$ cat src/rtl/rotation_cmd_parser.sv
// rotation_cmd_parser: turns ASCII rotation lines into direction/distance commands
module rotation_cmd_parser #(
  parameter int DIST_W = 16,
  parameter int CNT_W  = 16
) (
  input  logic              clk,
  input  logic              rst,
  input  logic              in_valid,
  input  logic [7:0]        in_data,
  output logic              in_ready,
  output logic              cmd_valid,
  output logic              cmd_direction,
  output logic [DIST_W-1:0] cmd_distance,
  input  logic              cmd_ready,
  output logic [CNT_W-1:0]  cmd_count,
  output logic [CNT_W-1:0]  err_count
);
  localparam logic [1:0] IDLE = 2'd0, DIGITS = 2'd1, SEND = 2'd2, SKIP = 2'd3;
  logic [1:0]        state;
  logic              has_digit;
  logic              take, is_nl, is_dig, is_dir;
  logic [DIST_W+3:0] wide;
  logic [DIST_W-1:0] next_acc;
  assign in_ready  = state != SEND;
  assign cmd_valid = state == SEND;
  assign take      = in_valid && in_ready && in_data != 8'h0D;
  assign is_nl     = in_data == 8'h0A;
  assign is_dig    = in_data >= "0" && in_data <= "9";
  assign is_dir    = in_data == "R" || in_data == "L";
  assign wide      = {4'b0, cmd_distance} * (DIST_W+4)'(10) + (DIST_W+4)'(in_data[3:0]);
  assign next_acc  = wide > {4'b0, {DIST_W{1'b1}}} ? {DIST_W{1'b1}} : wide[DIST_W-1:0];
  always_ff @(posedge clk) begin
    if (rst) begin
      state         <= IDLE;
      has_digit     <= 1'b0;
      cmd_direction <= 1'b0;
      cmd_distance  <= '0;
      cmd_count     <= '0;
    end else begin
      case (state)
        IDLE: if (take) begin
          if (is_dir) begin
            cmd_direction <= in_data == "R";
            cmd_distance  <= '0;
            has_digit     <= 1'b0;
            state         <= DIGITS;
          end else if (!is_nl) state <= SKIP;
        end
        DIGITS: if (take) begin
          if (is_dig) begin
            cmd_distance <= next_acc;
            has_digit    <= 1'b1;
          end else if (is_nl) state <= has_digit ? SEND : IDLE;
          else state <= SKIP;
        end
        SEND: if (cmd_ready) begin
          cmd_count <= cmd_count + CNT_W'(1);
          state     <= IDLE;
        end
        SKIP: if (take && is_nl) state <= IDLE;
      endcase
    end
  end
`ifdef PARSER_ERR_COUNT_EN
  logic err_inc;
  assign err_inc = take && ((state == IDLE && !is_dir && !is_nl) ||
                            (state == DIGITS && !is_dig && !(is_nl && has_digit)));
  always_ff @(posedge clk) begin
    if (rst) err_count <= '0;
    else if (err_inc) err_count <= err_count + CNT_W'(1);
  end
`else
  assign err_count = '0;
`endif
endmodule

$ cat config.mk
export PLATFORM = sky130hd
export DESIGN_NAME = rotation_cmd_parser
export DESIGN_NICKNAME = d
export VERILOG_FILES = /design/src/rtl/rotation_cmd_parser.sv
export SDC_FILE = /design/constraint.sdc
export NUM_CORES = 1
export LEC_CHECK = 0
export ABC_AREA = 1
export ABC_CLOCK_PERIOD_IN_PS = 4000
export CORE_AREA = 2 2 88 90
export CTS_CLUSTER_DIAMETER = 200
export DETAILED_ROUTE_END_ITERATION = 10
export DIE_AREA = 0 0 90 92
export PLACE_DENSITY = 0.75
export SLEW_MARGIN = 10
export SYNTH_ARGS = -nofsm -noshare
export SYNTH_HDL_FRONTEND = slang
export SYNTH_SLANG_ARGS = --single-unit
$ cat constraint.sdc
create_clock -name clk -period 4 [get_ports clk]
set_input_delay 1.2 -clock clk [delete_from_list [all_inputs] [get_ports clk]]
set_output_delay 1.2 -clock clk [all_outputs]
set_load 0.05 [all_outputs]
==> out/metrics.yaml, run 1 <==
outcome: "completed"
p_sw_w: 0.000245
rsz0062_at_grt: "no"
p_int_w: 0.000588
yosys.area.top_type_share: 0.204
tightest_slew_ns: 0.691
hpwl_mm: 6.85
ir_drop_v: 0.000189
combPwrFrac: 0.172
crit_path_end_kind: "flip-flop"
fp.coreArea_um2: 7450
layout_common_cells: "195 x nand2_1, 73 x inv_1, 46 x clkdlybuf4s50_1, 43 x nor2_1, 38 x nand3_1"
synthDistinctLibCells: 40
pin_count: 63
syn-mean-instance-area_um2: 6.21
area_delta_synth_final_pct: 17.3
cts_setup_buffers: 0
grt_max_degree: 26
die_area_um2: 8280
setup_viol: 0
period_needed_ns: 3.51
layout_commonest_cell: "nand2_1"
startpoint_type: "input port"
fmax_mhz: 285
die_y_um: 92
p_leak_nw: 2.05
drcViolationCount: 0
place.gp.congestion: 0.913
grt_pass1_vias: 3404
cts.reportedPaths.clkPinSlew_ns: 0.07
synth.area.top_cells: "nand2_1 20%, dfxtp_1 20%, ha_1 11%, inv_1 7.6%, nand3_1 5.3%"
grt_usage: 0.209
crit_required_ns: 4.22
grt_remaining_overflow: 0
initial_core_util: 0.483
dr.pass1.iters: 4
cts_repair_resize_count: 0
stdcell_area_um2: 4220
antenna_left: 0
cts-buffers-inserted: 5
syn_area_um2: 3590
switching_share: 0.294
hold_viol: 0
yosysTopAreaCell: "nand2_1"
io_buffer_count: 46
drt_iter0_drc: 189
clk_path_buf_depth: 2
yosysSeqAreaShare: 0.200
place_area_um2: 4110
holdBufCountCts: 0
ys_ff_latch: 36
ys_warn_count: 0
fin_skew_ns: 0.00740
maxCapViolations: 0
powerDensity_nw_per_um2: 198
rows: 32
synth_cells: 579
final_net_count: 673
layout-drive-gt1-share: 0.0955
cts_tree: "yes"
fin_ws_ns: 0.487
clkLatencyLatePin_ns: 0.29
fp.dieW_um: 90
drt-vias-per-instance: 4.95
cts_max_level: 2
critPathArrivalTime_ns: 3.73
r2r_slack_ns: 0.66
p_seq_frac: 0.446
p_clk_frac: 0.383
dp_slack_ns: 0.174
diodes: 0
timing.setup.tns_ns: 0
relSlewSlack: 0.539
min_path_type: "reg2reg"
drt-wirelength-per-cell_um: 11.5
cts_root_buffer: "clkbuf_8"
clock-sinks: 36
antenna_found_initial: 0
vias: 3610
wl_mm: 8.39
slew_violations: 0
critical_path_class: "in2reg"
critPathMaxFanout: 16
grt_first_pass_wirelength_mm: 14.6
finalCritPeriodShare: 0.878
through the flow:
stage | total power, W | hold slack [ns] | instances | utilization
6_report | 0.000833 | 0.464 | 730 | 0.566
5_1_grt | 0.000866 | 0.502 | 730 | 0.566
4_1_cts | 0.000837 | 0.469 | 730 | 0.566
3_5_place_dp | 0.000522 | 0.456 | 722 | 0.551
3_3_place_gp | 0.000519 | 0.459 | 722 | 0.551
2_1_floorplan | 0.000496 | 0.448 | 594 | -
power groups by stage:
stage	Clock (W)	Sequential, W	Combinational, W
detailed placement	0	0.000379	0.000143
global placement	0	0.000379	0.000140
finish	0.000319	0.000371	0.000143
floorplan	0	0.000385	0.000111
global route	0.000339	0.000372	0.000155
CTS	0.000323	0.000371	0.000143
cells by family after synthesis:
kind of cell,Yosys count,share of synthesized area
other cells,1,0.00104
compound gates,57,0.0895
buf+inv,100,0.128
fa+ha+maj,34,0.123
xor+xnor,11,0.0289
flops,36,0.200
simple gates,340,0.429
per-layer routing:
layer,part of all wire,GRT usage
met1,0.47,0.267
met2,0.47,0.364
met3,0.039,0.0288
met4,0.022,0.0641
met5,0,0
synth_stat cells:
library cell / n
nor3_2: 1
buf_8: 1
xor2_2: 1
o41ai_2: 1
nand2_2: 21
fa_1: 2
buf_6: 2
dfxtp_1: 36
nand3b_1: 1
o21ai_1: 1
xnor2_1: 2
a211oi_1: 1
nor4b_1: 1
o21a_1: 2
nand2_1: 195
nor2_4: 4
a21oi_1: 37
nor3b_1: 1
nor2_1: 43
nor3_1: 4
o21ai_0: 10
o21ba_2: 1
nand3_2: 5
nand3_1: 38
nand3_4: 1
nand4_1: 14
inv_2: 3
buf_4: 16
nand2_4: 1
nor2_2: 7
o2111ai_1: 1
conb_1: 1
clkbuf_1: 5
and2_1: 2
xor2_1: 8
nor4_1: 1
a31oi_1: 1
a21oi_2: 2
inv_1: 73
ha_1: 32
worst paths after layout:
check,startpoint,end,depth (start not counted)
hold reg to reg,cmd_direction,cmd_direction,2
hold / removal,cmd_direction,cmd_direction,2
setup reg to reg,cmd_distance[1],cmd_distance[2],21
setup / recovery,in_data[1],cmd_distance[3],20
state kept, by name, summed over array words and instances, names as in the netlist:
register	flops
cmd_count	16
state	2
cmd_direction	1
has_digit	1
cmd_distance	16
critical path: stages:
cell and delay (ns):
clkdlybuf4s50_1 0.48, ha_1 0.21, fa_1 0.22, nand2_1 0.06
nand2_1 0.08, nand3_1 0.08, nor2_1 0.17, nand2_1 0.11
nor2_4 0.14, nand3_4 0.10, nor2_4 0.13, nand2_2 0.08
nor2_1 0.11, nor2_1 0.05, nand2_2 0.08, nor2_4 0.04
buf_12 0.15, nand2_1 0.06, nand2_1 0.05, a21oi_1 0.13
area by class of cell:
cell class	instances	area [um2]
clock buffers	5	68.8
clock inverters	3	42.5
fillers	769	3230
inverters	76	285
multi-input cells	458	2470
flip-flops and latches	36	721
well taps	102	128
repair buffers	50	503
Note: power is estimated with default switching activity, not from simulation.
==> run 2, diff against run 1 <==
ABC_AREA = 0   (was 1)
CORE_AREA = 2 2 59 117   (was 2 2 88 90)
DIE_AREA = 0 0 61 119   (was 0 0 90 92)
PLACE_DENSITY = 0.77   (was 0.75)
==> run 2 against run 1 <==
  * Global-route usage is essentially flat
  * Core utilization grew 2.2 points
  * Critical path depth shrank 7
  * Synthesized cell count shrank 36%
  * Register-to-register slack lost 0.34 ns
  * Clock-buffer cell count grew 3
  * Combinational power shrank 38%
  * Die area shrank 12%
  * Clock skew shrank 0.0059 ns
  * Sequential power shrank 2%
  * Critical endpoint is now cmd_distance[1]
==> out/metrics.yaml, run 2 <==
clk_path_buf_depth: 2  # unchanged
antenna_found_initial: 0  # unchanged
ys_top_cells_by_count: "36 x dfxtp_1, 32 x ha_1, 27 x nand2_1"
hold_start: "has_digit"
fp.coreArea_um2: 6460  # -13%
ys_ff_latch: 36  # unchanged
tightest_slew_ns: 0.946  # +0.255 ns
yosysTopAreaCell: "dfxtp_1"
hpwl_mm: 5.68  # -17%
cts_root_buffer: "clkbuf_16"
startpoint: "cmd_distance[1]"
drt-vias-per-instance: 5.56  # +12%
critical_path_class: "reg2reg"
ys_warn_count: 0  # unchanged
synth_most_common_cell: "dfxtp_1"
cts_setup_buffers: 0  # unchanged
yosysSeqAreaShare: 0.230  # +0.0300
drt-wirelength-per-cell_um: 14.1  # +22%
vias: 2836  # -21%
die_y_um: 119  # +29%
hold_ws_ns: 0.476  # +0.0120 ns
pin_count: 63  # unchanged
crit_required_ns: 4.15  # -0.07 ns
crit_path_end_kind: "flip-flop"
final_net_count: 467  # -31%
syn_area_um2: 3130  # -13%
period_needed_ns: 3.68  # +0.167 ns
synth_edf_count: 0  # unchanged
grt_first_pass_wirelength_mm: 12.1  # -17%
ir_drop_v: 0.000231  # +22%
cts_max_level: 2  # unchanged
dr.pass1.iters: 4  # unchanged
syn-mean-instance-area_um2: 8.43  # +36%
layout_commonest_cell: "clkdlybuf4s50_1"
timing.setup.tns_ns: 0  # unchanged
grt_usage: 0.208  # about the same
grt_max_degree: 26  # unchanged
timing.rr.start: "cmd_distance[1]"
synthDistinctLibCells: 72  # +80%
hold_viol: 0  # unchanged
antenna_left: 0  # unchanged
powerDensity_nw_per_um2: 219  # +11%
critPathMaxFanout: 9  # -7
io_buffer_count: 46  # unchanged
clock-sinks: 36  # unchanged
wl_mm: 7.18  # -14%
cts.reportedPaths.clkPinSlew_ns: 0.05  # -0.02 ns
synth.area.top_cells: "dfxtp_1 23%, ha_1 13%, buf_4 4.1%, xor2_1 3.4%, nand2_1 3.2%"
maxCapViolations: 0  # unchanged
area_delta_synth_final_pct: 21.6
drt_iter0_drc: 167  # -12%
critPathArrivalTime_ns: 3.83  # +0.10 ns
diodes: 0  # unchanged
setup_viol: 0  # unchanged
clkLatencyLatePin_ns: 0.27  # -0.02 ns
p_leak_nw: 1.57  # -23%
slew_violations: 0  # unchanged
layout_common_cells: "46 x clkdlybuf4s50_1, 36 x dfxtp_1, 32 x ha_1, 27 x nand2_1, 26 x nor2_1"
place.gp.congestion: 0.893  # -2.1%
relSlewSlack: 0.368  # -0.171
layout-drive-gt1-share: 0.121  # +0.0253
die_area_um2: 7260  # -12%
finalCritPeriodShare: 0.920  # +0.0417
stdcell_area_um2: 3800  # -9.8%
rsz0062_at_grt: "no"
rows: 42  # +31%
synth_ff_type: "dfxtp_1"
min_path_type: "reg2reg"
startpoint_type: "flip-flop"
synth_cells: 371  # -36%
postSynth.asyncResetShare: 0  # unchanged
drcViolationCount: 0  # unchanged
fmax_mhz: 272  # -4.5%
place_area_um2: 3660  # -11%
cts-buffers-inserted: 5  # unchanged
cts_tree: "yes"
fp.dieW_um: 61  # -32%
fin_skew_ns: 0.00149  # -0.00592 ns
outcome: "completed"
grt_pass1_vias: 2700  # -21%
holdBufCountCts: 0  # unchanged
cts_repair_resize_count: 0  # unchanged
top_regs: "cmd_count x16, cmd_distance x16, state x2"
yosys.area.top_type_share: 0.230  # +0.0269
grt_remaining_overflow: 0  # unchanged
initial_core_util: 0.484  # +0.00104
run 2: cell types whose count changed in the layout (fill, tap and decap cells not counted), sizes merged, moves of 9 or more:
| cell | change |
|---|---|
| nand4 | -9 |
| a22oi | +9 |
| nor2 | -27 |
| a21oi | -20 |
| a21o | +9 |
| nand3 | -36 |
| o21ai | +15 |
| nand2 | -190 |
| inv | -66 |
run 2: layer usage:
| metal | share of wire | GRT usage | vias to the layer above |
|---|---|---|---|
| li1 | - | - | 1439 |
| met5 | 0 | 0 | - |
| met2 | 0.51 | 0.332 | 69 |
| met1 | 0.43 | 0.273 | 1313 |
| met4 | 0.019 | 0.0761 | 0 |
| met3 | 0.042 | 0.0369 | 15 |
run 2: report_power, final:
group	internal, W	switching, W	leakage [nW]
Clock	0.000248	0.000131	0.0712
Combinational	0.0000257	0.0000631	1.21
Sequential	0.000362	0.00000290	0.290
run 2: worst max-delay path: stages, from the launching register on:
cell	delay (ns)
dfxtp_1	0.37
ha_1	0.31
ha_1	0.17
inv_1	0.05
fa_1	0.40
nor2b_1	0.17
o2111a_2	0.25
o21ai_0	0.12
a2111oi_0	0.57
nor4_1	0.23
nor4b_4	0.35
mux2i_2	0.27
buf_4	0.22
o21ai_0	0.09
run 2: path summary, 6_finish.rpt:
check,end,slack (ns),cells past startpoint
worst max register to register,cmd_distance[1],0.32,13
worst min register to register,has_digit,0.48,2
worst max-delay path,cmd_distance[1],0.32,13
worst min-delay path,has_digit,0.48,2
run 2: logic make-up (layout without fill, tap and decap cells):
kind of cell    count (synthesis)  in the layout  share of synthesized area
flops                          36             36                      0.230
xor+xnor                       22             22                     0.0616
simple gates                  134            134                      0.248
compound gates                100            100                      0.232
buf+inv                        40             76                     0.0720
mux                             4              4                     0.0140
fa+ha+maj                      34             34                      0.141
other cells                     1             16                    0.00120
run 2: cell type report:
cell class | count | area (um2)
tap | 88 | 110
timing repair buffer | 58 | 551
sequential | 36 | 721
fill | 583 | 2660
inverter | 10 | 37.5
clock buffer | 8 | 146
multi-input combinational | 310 | 2240
run 2: metrics by stage:
step | setup WS (ns) | power, W | instances | utilization
2_1_floorplan | 0.193 | 0.000446 | 386 | -
3_3_place_gp | 0.126 | 0.000460 | 502 | 0.566
3_5_place_dp | 0.0634 | 0.000461 | 502 | 0.566
4_1_cts | 0.289 | 0.000835 | 510 | 0.588
5_1_grt | 0.0460 | 0.000861 | 510 | 0.588
6_report | 0.321 | 0.000833 | 510 | 0.588
